[src/rtl/load_store_unit.sv]
// MEM-stage load/store initiator for a word-only single-port memory.
// Adds RV32I byte/halfword loads with extension and read-modify-write sub-word stores.
module load_store_unit (
    input  logic        clk,
    input  logic        rst_n,
    input  logic        req_valid_i,
    output logic        req_ready_o,
    input  logic        req_we_i,
    input  logic [2:0]  req_funct3_i,
    input  logic [31:0] req_addr_i,
    input  logic [31:0] req_wdata_i,
    output logic        resp_valid_o,
    output logic [31:0] resp_rdata_o,
    output logic        resp_err_o,
    output logic [31:0] mem_addr_o,
    output logic [31:0] mem_wdata_o,
    output logic        mem_read_en_o,
    output logic        mem_write_en_o,
    input  logic [31:0] mem_rdata_i
);

    typedef enum logic [2:0] {
        S_IDLE = 3'd0,
        S_RD   = 3'd1,
        S_CAP  = 3'd2,
        S_WR   = 3'd3,
        S_RESP = 3'd4
    } state_t;

    state_t      state_q, state_d;
    logic        ready_q, ready_d;
    logic        we_q, we_d;
    logic [2:0]  funct3_q, funct3_d;
    logic [31:0] addr_q, addr_d;
    logic [31:0] data_q, data_d;
    logic [31:0] rdata_q, rdata_d;
    logic        err_q, err_d;

    logic        accept;
    logic        req_err;
    logic [7:0]  byte_lane;
    logic [15:0] half_lane;
    logic [31:0] load_ext;
    logic [31:0] merge_word;

    assign accept = req_valid_i && ready_q;

    always_comb begin
        req_err = 1'b0;
        if (req_we_i) begin
            if (req_funct3_i[2] || (req_funct3_i[1:0] == 2'b11)) begin
                req_err = 1'b1;
            end
        end else begin
            if ((req_funct3_i == 3'b011) || (req_funct3_i == 3'b110) ||
                (req_funct3_i == 3'b111)) begin
                req_err = 1'b1;
            end
        end
        if ((req_funct3_i[1:0] == 2'b01) && req_addr_i[0]) begin
            req_err = 1'b1;
        end
        if ((req_funct3_i[1:0] == 2'b10) && (req_addr_i[1:0] != 2'b00)) begin
            req_err = 1'b1;
        end
    end

    always_comb begin
        case (addr_q[1:0])
            2'd0:    byte_lane = mem_rdata_i[7:0];
            2'd1:    byte_lane = mem_rdata_i[15:8];
            2'd2:    byte_lane = mem_rdata_i[23:16];
            default: byte_lane = mem_rdata_i[31:24];
        endcase
        half_lane = addr_q[1] ? mem_rdata_i[31:16] : mem_rdata_i[15:0];
        case (funct3_q)
            3'b000:  load_ext = {{24{byte_lane[7]}}, byte_lane};
            3'b001:  load_ext = {{16{half_lane[15]}}, half_lane};
            3'b010:  load_ext = mem_rdata_i;
            3'b100:  load_ext = {24'd0, byte_lane};
            3'b101:  load_ext = {16'd0, half_lane};
            default: load_ext = 32'd0;
        endcase
    end

    // Per byte lane: take store data if the lane is addressed, else keep the memory byte.
    // funct3_q[0] distinguishes SH (half lanes) from SB (byte lanes).
    for (genvar gi = 0; gi < 4; gi++) begin : g_merge
        localparam logic [1:0] LANE = 2'(gi);
        logic       lane_sel;
        logic [7:0] store_byte;
        assign lane_sel   = funct3_q[0] ? (addr_q[1] == LANE[1]) : (addr_q[1:0] == LANE);
        assign store_byte = (funct3_q[0] && LANE[0]) ? data_q[15:8] : data_q[7:0];
        assign merge_word[8*gi +: 8] = lane_sel ? store_byte : mem_rdata_i[8*gi +: 8];
    end

    always_comb begin
        state_d        = state_q;
        we_d           = we_q;
        funct3_d       = funct3_q;
        addr_d         = addr_q;
        data_d         = data_q;
        rdata_d        = rdata_q;
        err_d          = err_q;
        req_ready_o    = ready_q;
        resp_valid_o   = (state_q == S_RESP);
        resp_rdata_o   = rdata_q;
        resp_err_o     = err_q;
        mem_read_en_o  = (state_q == S_RD);
        mem_write_en_o = (state_q == S_WR);
        mem_addr_o     = 32'd0;
        mem_wdata_o    = 32'd0;

        if ((state_q == S_RD) || (state_q == S_CAP) || (state_q == S_WR)) begin
            mem_addr_o = {addr_q[31:2], 2'b00};
        end
        if (state_q == S_WR) begin
            mem_wdata_o = data_q;
        end

        // Response registers only change on entry to RESP so they hold between responses.
        case (state_q)
            S_IDLE: begin
                if (accept) begin
                    we_d     = req_we_i;
                    funct3_d = req_funct3_i;
                    addr_d   = req_addr_i;
                    data_d   = req_wdata_i;
                    if (req_err) begin
                        state_d = S_RESP;
                        rdata_d = 32'd0;
                        err_d   = 1'b1;
                    end else if (req_we_i && (req_funct3_i[1:0] == 2'b10)) begin
                        state_d = S_WR;
                    end else begin
                        state_d = S_RD;
                    end
                end
            end
            S_RD: begin
                state_d = S_CAP;
            end
            S_CAP: begin
                if (we_q) begin
                    data_d  = merge_word;
                    state_d = S_WR;
                end else begin
                    rdata_d = load_ext;
                    err_d   = 1'b0;
                    state_d = S_RESP;
                end
            end
            S_WR: begin
                rdata_d = 32'd0;
                err_d   = 1'b0;
                state_d = S_RESP;
            end
            S_RESP: begin
                state_d = S_IDLE;
            end
            default: begin
                state_d = S_IDLE;
            end
        endcase

        ready_d = (state_d == S_IDLE);
    end

    always_ff @(posedge clk or negedge rst_n) begin
        if (!rst_n) begin
            state_q  <= S_IDLE;
            ready_q  <= 1'b0;
            we_q     <= 1'b0;
            funct3_q <= 3'd0;
            addr_q   <= 32'd0;
            data_q   <= 32'd0;
            rdata_q  <= 32'd0;
            err_q    <= 1'b0;
        end else begin
            state_q  <= state_d;
            ready_q  <= ready_d;
            we_q     <= we_d;
            funct3_q <= funct3_d;
            addr_q   <= addr_d;
            data_q   <= data_d;
            rdata_q  <= rdata_d;
            err_q    <= err_d;
        end
    end

endmodule

[config.mk]
export PLATFORM = sky130hd
export DESIGN_NAME = load_store_unit
export DESIGN_NICKNAME = d
export VERILOG_FILES = /design/src/rtl/load_store_unit.sv
export SDC_FILE = /design/constraint.sdc
export NUM_CORES = 1
export LEC_CHECK = 0
export ABC_CLOCK_PERIOD_IN_PS = 2900
export CAP_MARGIN = 20
export CORE_MARGIN = 10
export CORE_UTILIZATION = 49
export CTS_CLUSTER_SIZE = 28
export DETAILED_ROUTE_END_ITERATION = 16
export PLACE_DENSITY = 0.93
export SYNTH_ARGS = -nofsm -noshare
export SYNTH_HDL_FRONTEND = slang
export SYNTH_SLANG_ARGS = --single-unit
[constraint.sdc]
create_clock -name clk -period 2.9 [get_ports clk]
set_input_delay 0.58 -clock clk [delete_from_list [all_inputs] [get_ports clk]]
set_output_delay 0.58 -clock clk [all_outputs]
set_load 0.005 [all_outputs]
======== Word level (Yosys, flattened, before mapping) ========
Index checks and enable logic that the tools add are counted.
storage, ports and cells
  bits in writable memories ............... 0
  word-level logic and storage cells ...... 87
  bits in registers ....................... 105
  output and inout bits ................... 101
  bits in latches ......................... 0
  bits in read-only memories .............. 0
  input port bits ......................... 103
  memories kept ........................... 0
operators by class
  eq/ne operators ......................... 22
  $lt $le $gt $ge ......................... 0
  div/mod/pow operators ................... 0
  shift operators ......................... 0
  reduce and logical (&&, ||, !) cells .... 20
  $add $sub $neg .......................... 0
  muxes and demuxes ....................... 35
  multiply operators ...................... 0
  bitwise logic cells ..................... 1
operator list
  cell                                                                    number
  32-bit 2-to-1 mux                                                       7
  32-bit one-hot mux with 5 select lines                                  1
  32-bit one-hot mux with 3 select lines                                  1
  32-bit one-hot mux with 2 select lines                                  1
  8-bit 2-to-1 mux                                                        5
  8-bit one-hot mux with 3 select lines                                   1
  16-bit 2-to-1 mux                                                       1
  3-bit equality test (second input constant)                             5
  3-bit by 2-bit equality test with 1-bit output (second input constant)  4
  1-bit 2-to-1 mux                                                        12
  3-bit one-hot mux with 4 select lines                                   1
  2-bit != test (second input constant)                                   5
  3-bit zero test                                                         3
  3-bit 2-to-1 mux                                                        3
  2-bit equality test (second input constant)                             4
  4-bit AND reduction                                                     2
  3-bit by 1-bit equality test with 1-bit output (second input constant)  2
  1-bit logical OR                                                        5
  2-bit by 1-bit equality test with 1-bit output (second input constant)  2
  1-bit logical AND                                                       4
  2-bit nonzero test                                                      2
  1-bit one-hot mux with 3 select lines                                   1
  3-bit AND reduction                                                     1
  3-bit nonzero test                                                      1
  other kinds (4)                                                         4

======== Logic depth before layout (Yosys ltp) ========
Gate-level depths: netlist (run 1).
  depth in word-level cells ............... 11
  mapped depth ............................ 6
  mapped depth without buffers ............ 4

======== Least setup slack after synthesis (run 1) ========
Ideal clock, no wire load.
  path type ............................... reg2out
  from .................................... reg state_q[2]
  to ...................................... out mem_wdata_o[22]
  required time ........................... 2320 ps
  cell stages (with the launch flop) ...... 5
  slack ................................... 1014 ps
  data arrival time ....................... 1306 ps
  cell sequence ........................... dfrtp_1 > and3b_1 > clkbuf_1 > clkbuf_1 > and2_1
on the way
  word-level cells in the longest chain between the ends .. 2
ends and longest elaborated chain
  item                                            RTL line  RTL
  start: declaration                              30        state_t state_q, state_d;
  start signal: assignment                        180       state_q <= state_d;
  3-bit by 2-bit equality test with 1-bit output  -
  via mem_write_en_o                              18        output logic mem_write_en_o,
  32-bit 2-to-1 mux                               117       if (state_q == S_WR) begin
  end: declaration                                16        output logic [31:0] mem_wdata_o,
The timed path passes the listed nets, and every way through them passes these cells.

======== Final worst setup path (run 1) ========
  from .................................... reg state_q[2]
  to ...................................... out mem_wdata_o[27]
on the way
  word-level cells in the longest chain between the ends .. 2
ends and longest elaborated chain
  item                                            RTL line
  3-bit by 2-bit equality test with 1-bit output  117
  32-bit 2-to-1 mux                               117
Every way passes these cells.

==> impl_metrics.toml, run 1 <==
[placement]
portBuffers = 201
place.gp.congestion = 0.950
dpl.hpwl_mm = 15.2

[die]
chipWidth_um = 127
dieArea_mm2 = 0.0161
core.rowCount = 38
coreArea_mm2 = 0.0110
io-pin-count = 204
die-height_um = 127
start_util_pct = 50.7

[layout]
drive_gt1_share_pct = 6.13
fillCellCount = 797
antennaDiodeCount = 0
post-route-util_pct = 72.3
layout_common_cells = "clkdlybuf4s50_1 (200), nand2_1 (149), dfrtp_1 (105), and2_1 (63), a21oi_1 (32)"
layout_commonest_cell = "clkdlybuf4s50_1"
nets = 897
syn_to_final_growth_pct = 42.4

[critical_path]
cpMaxStageDelayCell = "clkdlybuf4s50_1"
crit_required_ps = 2320
start_kind = "flop"
cp_data_arrival_time_ps = 2110
worstRegToRegCells = 3
critical_path.max_stage_delay_ps = 500
crit_buf_inv = 2
end_kind = "primary output"
path_cells = "and3b_1 -> buf_12 -> and2_1 -> clkdlybuf4s50_1"
worst-path-stages = 4
critical_path_class = "flop to primary output"
critical_path.top_delay_family = "buffers and inverters"
crit_fanout = 32

[power_and_ir_drop]
peakVddDrop_v = 0.000822
clkPwrFrac_pct = 17.0
p_comb_share_pct = 47.6
seq_power_share_pct = 35.5
p_int_w = 0.00437
power_density_mw_per_mm2 = 923
switching_share_pct = 40.7
switching_power_w = 0.00299
leakage_nw = 3.44

[cts]
htree_levels = 3
cts_root_buf = "clkbuf_16"
cts_tree = "built"
ctsHoldBuffers = 0
cts_resized = 0
cts_setup_buffers = 0
cts.sinks = 105
clock_latency_ps = 340
path_clk_slew_ps = 70
cts_buffers = 9
clk_path_buf_depth = 2

[detailed_routing]
wirelength_mm = 20.0
initialDrtViolationCount = 421
dr.pass1.iters = 6
drtAntennaViolNets = 0
wire_per_inst_um = 21.3
drc_errors = 0
vias = 5477
avgViaCountPerCell = 5.83

[status]
status = "finished clean"

[synth]
syn-instance-count = 617
synth_cell_types = 49
synth_top_area_cell = "dfrtp_1"
avgSynthCellArea_um2 = 9.07
netlist_area_mm2 = 0.00560
synth.top_cells.by_area = "dfrtp_1 (47%), nand2_1 (10%), and2_1 (7.0%), o211ai_1 (3.1%), a21oi_1 (2.9%)"
synth-seq-cells = 105
netlist.area_leader.share_pct = 47.0
yosysSeqAreaShare_pct = 47.0
ys.flop_type = "dfrtp_1"
synthArstFlopShare_pct = 100
synth-edff-count = 0
ys_warn_count = 0

[global_routing]
met2_usage_pct = 37.7
grt_use_met1_pct = 29.0
gr-usage-all-layers_pct = 24.1
grt_pass1_wl_mm = 31.2
grt_pass1_vias = 5551
grt_max_degree = 61
antenna_found_initial = 1
grt.busiest_layer = "met2"
grt_use_met3_pct = 9.20
overflow = 0

[timing]
min_period_ps = 2690
maxSlewViolCount = 0
tightest_slew_ps = 894
setup_tns_ps = 0
period_share_pct = 92.8
finalHoldViolCount = 0
setup_viol = 0
clock_skew_ps = 8.46
max-slew-margin-rel_pct = 39.9
fmax_mhz = 372
rsz0062_at_grt = "no"

[hold_path]
hold_class = "input pin to async pin"

[flow_run]
maxCapViolCount = 0
[metal layers]
layer | up-vias | part of all wire [%] | wire length [um]
li1 | 2484 | - | -
met1 | 2623 | 39 | 7770
met2 | 318 | 47 | 9350
met3 | 50 | 11 | 2150
met4 | 2 | 3.7 | 739
met5 | - | 0.065 | 13
[synthesized netlist by cell type (all sizes together) (3+ instances only)]
master	number
o21ai	29
nor3	8
nor2b	10
a221oi	8
nor2	29
o2bb2ai	8
a221o	16
nor3b	12
o211ai	23
nand2	150
nand3b	3
and3	10
o21bai	8
buf	23
mux2	10
a21oi	32
a211oi	9
clkbuf	25
dfrtp	105
and2	63
mux2i	8
a22o	9
inv	3
[layout make-up]
type / count / area (um2) / share of cell area, %
sequential: 105 / 2630 / 33.0
tap: 140 / 175 / 2.20
multi-input combinational: 462 / 2730 / 34.2
timing repair buffer: 213 / 2120 / 26.7
clock buffer: 9 / 225 / 2.83
clock inverter: 7 / 78.8 / 0.989
inverter: 3 / 11.3 / 0.141
[stage by stage]
step	hold WS (ps)	area (um2)	power [W]	setup WS, ps	instances
final	236	7970	0.00736	210	939
after global routing	285	7970	0.00788	125	939
after CTS	277	7970	0.00737	199	939
after detailed placement	455	7670	0.00610	438	923
after global placement	448	7670	0.00594	563	923
after floorplan	284	5600	0.00468	1010	618
[final timing paths]
| kind | start | endpoint | slack (ps) |
|---|---|---|---|
| max | state_q[2]$_DFF_PN0_ | mem_wdata_o[27] | 210 |
| min in group clk | addr_q[10]$_DFFE_PN0P_ | addr_q[10]$_DFFE_PN0P_ | 470 |
| min | rst_n | resp_rdata_o[28]$_DFFE_PN0P_ | 240 |
| max reg2reg | funct3_q[1]$_DFFE_PN0P_ | resp_rdata_o[17]$_DFFE_PN0P_ | 550 |
| min reg2reg | addr_q[10]$_DFFE_PN0P_ | addr_q[10]$_DFFE_PN0P_ | 470 |
| max in group asynchronous | rst_n | resp_rdata_o[22]$_DFFE_PN0P_ | 1900 |
[state kept, by name, summed over array words and instances (netlist names)]
| register | count |
|---|---|
| req_ready_o | 1 |
| resp_err_o | 1 |
| resp_rdata_o | 32 |
| state_q | 3 |
| addr_q | 32 |
| funct3_q | 3 |
| data_q | 32 |
| we_q | 1 |
[cells by family (layout without fill, tap and decap cells)]
| family | count (synthesis) | in the layout | share of synthesized area, % |
|---|---|---|---|
| flip-flops | 105 | 105 | 47.0 |
| other | 1 | 2 | 0.0670 |
| AO/OA/AOI/OAI | 146 | 146 | 18.5 |
| AND/OR/NAND/NOR | 295 | 295 | 26.2 |
| multiplexers | 19 | 19 | 3.85 |
| buffers and inverters | 51 | 232 | 4.41 |
[power groups by stage]
| stage | clock [W] | sequential, W | combinational [W] |
|---|---|---|---|
| floorplan | 0 | 0.00238 | 0.00229 |
| global route | 0.00132 | 0.00269 | 0.00387 |
| CTS | 0.00127 | 0.00260 | 0.00351 |
| global placement | 0 | 0.00258 | 0.00336 |
| detailed placement | 0 | 0.00262 | 0.00348 |
| finish | 0.00125 | 0.00261 | 0.00350 |
(Power assumes the default switching activity.)
==> inputs of run 2 (changes only) <==
--- a/config.mk
+++ b/config.mk
@@ -7,8 +7,10 @@
 export LEC_CHECK = 0
 export ABC_CLOCK_PERIOD_IN_PS = 2900
 export CAP_MARGIN = 20
-export CORE_MARGIN = 10
-export CORE_UTILIZATION = 49
+export CELL_PAD_IN_SITES_DETAIL_PLACEMENT = 0
+export CELL_PAD_IN_SITES_GLOBAL_PLACEMENT = 1
+export CORE_MARGIN = 1
+export CORE_UTILIZATION = 36
 export CTS_CLUSTER_SIZE = 28
 export DETAILED_ROUTE_END_ITERATION = 16
 export PLACE_DENSITY = 0.93
==> run 2 against run 1 <==
- cell count up 5.9%
- clock skew about the same
- global-route usage about the same
- sequential power down 2%
- clock power hardly changed
- worst setup slack better by 17 ps
- worst hold slack better by 27 ps
- critical path depth stayed put
- register-to-register slack gained 290 ps
- sequential share of layout area shrank 0.34 points
- non-clock buffer count is 7 higher
- critical path type unchanged
- critical endpoint is now mem_wdata_o[1]
- largest power group unchanged
==> impl_metrics.toml, run 2 (synthesized netlist as in run 1, its figures left out) <==
[status]
status = "finished clean"

[placement]
portBuffers = 201
dpl.hpwl_mm = 13.9
dp_slack_ps = 398
place.gp.congestion = 0.844

[detailed_routing]
wire_per_inst_um = 19.0
drc_errors = 0
avgViaCountPerCell = 5.32
wirelength_mm = 18.9
vias = 5285
drtAntennaViolNets = 0
dr.pass1.iters = 5
initialDrtViolationCount = 446

[critical_path]
path_cells = "and3b_1 -> buf_4 -> and2_1 -> clkdlybuf4s50_1"
crit_required_ps = 2320
critical_path.max_stage_delay_ps = 540
critical_path_class = "flop to primary output"
start_kind = "flop"
crit_fanout = 35
cp_data_arrival_time_ps = 2090
end_kind = "primary output"
cpMaxStageDelayCell = "clkdlybuf4s50_1"

[cts]
cts_resized = 0
cts_buffers = 9
clock_latency_ps = 360
cts_setup_buffers = 0
cts_root_buf = "clkbuf_16"
path_clk_slew_ps = 80
cts_tree = "built"
ctsHoldBuffers = 0
htree_levels = 3
clk_path_buf_depth = 2
cts.sinks = 105

[power_and_ir_drop]
peakVddDrop_v = 0.000551
power_density_mw_per_mm2 = 911
total_power_w = 0.00733
leakage_nw = 3.46

[die]
chipWidth_um = 127
coreArea_mm2 = 0.0152
die-height_um = 127
dieArea_mm2 = 0.0160
start_util_pct = 36.8
io-pin-count = 204
core.rowCount = 45

[timing]
period_share_pct = 92.2
maxSlewViolCount = 0
clock_skew_ps = 8.47
tightest_slew_ps = 838
finalHoldViolCount = 0
max-slew-margin-rel_pct = 43.7
min_period_ps = 2670
layout_setup_ws_ps = 227
rsz0062_at_grt = "no"
setup_viol = 0
setup_tns_ps = 0
fmax_mhz = 374

[layout]
layout_common_cells = "clkdlybuf4s50_1 (200), nand2_1 (149), dfrtp_1 (105), and2_1 (63), a21oi_1 (32)"
syn_to_final_growth_pct = 43.9
regArea_mm2 = 0.00263
multiInputGateArea_mm2 = 0.00273
antennaDiodeCount = 0
layout_commonest_cell = "clkdlybuf4s50_1"
drive_gt1_share_pct = 6.95
nets = 904
fillCellCount = 1405

[flow_run]
maxCapViolCount = 0

[hold_path]
hold_class = "input pin to async pin"

[global_routing]
grt_max_degree = 52
overflow = 0
gr-usage-all-layers_pct = 24.1
grt_pass1_vias = 5218
grt_pass1_wl_mm = 29.7
antenna_found_initial = 0
run 2: cell types whose count changed in the layout (fill, tap and decap cells not counted), sizes merged:
cell,delta
bufinv,-1
buf,+7
inv,+1
run 2: where the power goes:
group	internal [W]	switching, W
sequential	0.00207	0.000482
clock	0.000602	0.000619
combinational	0.00166	0.00191
run 2: layout make-up:
type	instances	area share, %
Multi-Input combinational cell	462	33.9
Tap cell	188	2.92
Sequential cell	105	32.6
Clock buffer	9	2.80
Inverter	3	0.140
Timing Repair Buffer	220	26.9
Clock inverter	7	0.777
run 2: metrics by stage:
step | hold slack (ps) | util, % | std cells | area [um2]
after floorplan | 284 | - | 618 | 5600
after global placement | 449 | 51.1 | 978 | 7770
after detailed placement | 454 | 51.1 | 978 | 7770
after CTS | 294 | 53.0 | 994 | 8050
after global routing | 313 | 53.0 | 994 | 8050
final | 263 | 53.0 | 994 | 8050
run 2: worst max-delay path, delay by kind of cell, from the launching register on:
kind | cells | cell delay [ps]
buf+inv | 2 | 830
flops | 1 | 470
simple gates | 2 | 420
run 2: path summary, 6_finish.rpt:
path / startpoint / to / slack [ps] / cells after the start
setup / recovery: state_q[2]$_DFF_PN0_ / mem_wdata_o[1] / 230 / 4
hold / removal: rst_n / resp_rdata_o[15]$_DFFE_PN0P_ / 260 / 1
setup reg to reg: funct3_q[0]$_DFFE_PN0P_ / resp_rdata_o[31]$_DFFE_PN0P_ / 840 / 3
hold reg to reg: addr_q[27]$_DFFE_PN0P_ / addr_q[27]$_DFFE_PN0P_ / 470 / 2
max in group asynchronous: rst_n / data_q[24]$_DFFE_PN0P_ / 1940 / 2
min in group clk: addr_q[27]$_DFFE_PN0P_ / addr_q[27]$_DFFE_PN0P_ / 470 / 2
run 2: layer usage:
metal / vias up / GRT usage [%] / wire length [um]
met2: 280 / 36.8 / 8420
met3: 38 / 6.92 / 1800
li1: 2504 / - / -
met1: 2463 / 32.4 / 8120
met5: - / 0 / 0
met4: 0 / 9.59 / 590
==> edit 1 (settings of run 2) <==
Re-encode `state_t` (5 states) as one-hot, 5 bits wide.
--- a/src/rtl/load_store_unit.sv
+++ b/src/rtl/load_store_unit.sv
@@ -20,10 +20,10 @@
 );
 
-    typedef enum logic [2:0] {
-        S_IDLE = 3'd0,
-        S_RD   = 3'd1,
-        S_CAP  = 3'd2,
-        S_WR   = 3'd3,
-        S_RESP = 3'd4
+    typedef enum logic [4:0] {
+        S_IDLE = 5'b00001,
+        S_RD   = 5'b00010,
+        S_CAP  = 5'b00100,
+        S_WR   = 5'b01000,
+        S_RESP = 5'b10000
     } state_t;
 
Function: no difference found for any inputs over 4 cycles, from zero or initial values and one cycle with rst_n low; so few cycles prove little.
==> edit 1 against run 2 <==
- worst setup slack got worse by 0.21 ns
- sequential cell count is 2 higher
- total power is 9.9% lower
- sequential share of layout area is 1.6 points lower
- routed wire length is 8.0% higher
- hold slack improved by 0.049 ns
- critical endpoint is now mem_addr_o[4]
- area after synthesis increased by 4.8%
- design area grew 7.4%
==> edit 1: results (changes against run 2) <==
Wire per inst -> 20.6 um (+8.0%)
Vias in the first global route -> 5397 (+3.4%)
Worst slack, placed -> 0.219 ns (-0.178 ns)
Crit Path Max Fanout -> 16 (-54%)
Hold WS -> 0.313 ns (+0.0493 ns)
Initial drt markers -> 541 (+21%)
Synth top cells by count -> dfrtp_1 (106), mux2_2 (67), and2_1 (63)
CP arrival -> 2.31 ns (+0.22 ns)
Internal cell power -> 4.14 mW (-4.4%)
Psw -> 2.47 mW (-18%)
Met1 GRT Util -> 30.9% (-1.5 points)
Worst r2r src -> addr_q[1]
Post-synthesis cell type count -> 54 (+10%)
Top cells by area in the synthesized netlist -> dfrtp_1 (45%), mux2_2 (13%), and2_1 (6.7%)
Slew margin rel. -> 24.0% (-20 points)
Dpl cells -> 962 (-1.6%)
Flop-to-flop setup slack -> 0.50 ns (-0.34 ns)
Gpl congestion -> 0.890 (+5.5%)
GRT Util Overall -> 23.8% (-0.33 points)
Clk pin slew, worst setup/hold paths -> 0.06 ns (-0.02 ns)
First-pass GRT wire length -> 30100 um (+1.4%)
Fillers -> 1411 (+0.43%)
Syn_area_per_cell -> 10.4 um2 (+14%)
Final HPWL DP -> 14600 um (+4.9%)
Outcome -> completed
Reg2reg end -> resp_rdata_o[1]
Critical Path Source -> state_q[0]
Reg2Reg Depth -> 4 (+1)
Worst Clk Skew -> 0.00753 ns (-0.000947 ns)
Comb. pwr -> 2.88 mW (-19%)
VDD IR-drop max -> 0.000434 V (-21%)
Largest net degree at the start of global routing -> 60 (+15%)
NumNets Final -> 876 (-3.1%)
Slowest CP cell -> dfstp_2
Setup bufs post-CTS -> 5 (+5)
Met2 wire len -> 9880 um (+17%)
Seq/Total Area, Yosys -> 45.7% (-1.3 points)
==> edit 1: cell count changes after synthesis, sizes merged, moves of 8 or more <==
cell	run 2	this run
nand2	150	26
mux2	10	67
o211ai	23	0
a22oi	0	17
o2bb2ai	8	25
a221o	16	0
o31ai	0	16
o21ai	29	42
nand3	0	10
a31oi	0	9
and3	10	1
nor3b	12	3
a211oi	9	1
o21bai	8	0
==> edit 1: final cells by class <==
class                           count  area, um2  area share, %
Clock buffer                       10        239           2.76
Clock inverter                      6       65.1          0.752
Inverter                           11       41.3          0.477
Multi-Input combinational cell    402       2970           34.3
Sequential cell                   107       2680           31.0
Tap cell                          216        270           3.12
Timing Repair Buffer              242       2390           27.6
==> edit 1: logic make-up after synthesis <==
logic type | share of synthesized area (%)
other cells | 0.0640
compound gates | 19.2
flops | 45.7
simple gates | 16.1
buf+inv | 4.38
mux | 14.6
==> edit 1: worst register-to-register path: cells and delay by family (launching register included) <==
family	cells	cell delay (ns)
flops	1	0.56
compound gates	3	1.14
buf+inv	1	0.58
==> edit 2 (config.mk and constraints of run 2) <==
Made on the original files. Make the reset (`rst_n`) synchronous in one clocked block.
--- a/src/rtl/load_store_unit.sv
+++ b/src/rtl/load_store_unit.sv
@@ -167,5 +167,5 @@
     end
 
-    always_ff @(posedge clk or negedge rst_n) begin
+    always_ff @(posedge clk) begin
         if (!rst_n) begin
             state_q  <= S_IDLE;
Behaviour: differs if rst_n is asserted again (counterexample within 4 cycles, from zero or initial values and one cycle with rst_n low); with rst_n held inactive, the same outputs for 4 cycles.
==> edit 2 against run 2 <==
- sequential cell count unchanged
- non-clock buffer count increased by 7
- area after synthesis decreased by 0.58%
- core utilization decreased by 0.16 points
- worst setup slack got worse by 0.021 ns
- design area decreased by 0.67%
- routed wire length increased by 3.2%
- critical endpoint is now mem_wdata_o[14]
- largest cell class unchanged
Power is not compared: it rests on default switching activity, and its combinational part moved more than twofold at a synthesized area within 25%.
==> edit 2: results (changes against run 2) <==
Outcome -> completed
Met1 GRT Util -> 35.1% (+2.7 points)
Path type of the worst min-delay path -> flop to flop
Clk cell area share -> 3.68% (+0.10 points)
Worst Clk Skew -> 0.00629 ns (-0.00219 ns)
Hold_sp -> addr_q[24]
Internal cell power -> 2.49 mW
Reg2Reg Depth -> 4 (+1)
DR WL met3 -> 1690 um (-6.3%)
Synth top cells by count -> nand2_1 (114), dfxtp_1 (105), and2_1 (57)
Final HPWL DP -> 14000 um (+0.60%)
Largest net degree at the start of global routing -> 46 (-12%)
Gpl congestion -> 0.884 (+4.7%)
Met2 usage -> 35.4% (-1.4 points)
Comb. pwr -> 0.667 mW
First-pass GRT wire length -> 30700 um (+3.3%)
Met2 wire len -> 8380 um (-0.47%)
Number of non-clock buffers in the layout -> 227 (+3.2%)
Diodes inserted -> 0 (unchanged)
Vias in the first global route -> 5388 (+3.3%)
Critical Path Source -> state_q[1]
Fillers -> 1408 (+0.21%)
CP peak stage delay -> 0.49 ns (-0.05 ns)
Share of layout cells above drive strength 1 -> 7.39% (+0.45 points)
Post-CTS sizing -> 0 (unchanged)
Slew margin rel. -> 49.8% (+6.1 points)
Worst-case hold path end point -> addr_q[24]
Metal1 wirelength -> 8780 um (+8.2%)
Full die area -> 16000 um2 (-0.58%)
NumNets Final -> 950 (+5.1%)
Post-synth ARST share -> 0% (-100 points)
Clock Buffer Count -> 13 (+4)
Initial drt markers -> 532 (+19%)
Wire per inst -> 18.8 um (-1.4%)
Worst slack, placed -> 0.391 ns (-0.00667 ns)
Flop-to-flop setup slack -> 0.55 ns (-0.29 ns)
CTS H-tree lvls -> 3 (unchanged)
Worst r2r src -> addr_q[0]
Seq/Total Area, Yosys -> 37.8% (-9.2 points)
GR Util met3 -> 4.93% (-2.0 points)
Reg2reg end -> resp_rdata_o[11]
Static Leak -> 2.81 nW
Non-Clock Buffer Area Fraction -> 27.7% (+0.87 points)
Multi-input gate area -> 3100 um2 (+14%)
Cell depth of the worst min-delay path -> 2
CTS Root Cell -> clkbuf_16
Crit Path Max Fanout -> 25 (-29%)
Synth warnings -> 0 (unchanged)
Post-synthesis cell type count -> 50 (+2.0%)
Fraction of area in registers -> 26.3% (-6.3 points)
Top cells by area in the synthesized netlist -> dfxtp_1 (38%), nand2_1 (7.7%), and2_1 (6.4%)
Inverters -> 12 (+9)
GRT Util Overall -> 24.7% (+0.52 points)
Via density -> 5.59 (+5.1%)
#MultiIn Comb -> 492 (+6.5%)
Synth Flop Type -> dfxtp_1
First-pass DRT Iterations -> 5 (unchanged)
CP arrival -> 2.11 ns (+0.02 ns)
[edit 2: kinds of logic after synthesis]
family / after synthesis / synth area share (%)
compound gates: 240 / 31.0
other cells: 1 / 0.0674
mux: 11 / 3.78
buf+inv: 81 / 6.59
flops: 105 / 37.8
simple gates: 239 / 20.7
[edit 2: how the worst max path moves through the flow]
stage,end,slack (ns),cells after the start
finish,mem_wdata_o[14],0.21,5
global route,mem_wdata_o[27],0.06,5
CTS,mem_wdata_o[14],0.21,5
floorplan,mem_wdata_o[22],0.97,6
detailed placement,resp_rdata_o[11],0.39,5
global placement,resp_rdata_o[11],0.42,5
[edit 2: through the flow]
step	hold slack, ns	instance area, um2	cells
after floorplan	0.432	5570	678
after global placement	0.437	7710	1024
after detailed placement	0.442	7710	1024
after CTS	0.451	8000	1040
after global routing	0.468	8000	1040
final	0.449	8000	1040
[edit 2: worst max-delay path, delay by kind of cell (launching register included)]
family / cells / cell delay [ns]
buffers and inverters: 2 / 0.73
flip-flops: 1 / 0.46
AND/OR/NAND/NOR: 3 / 0.57
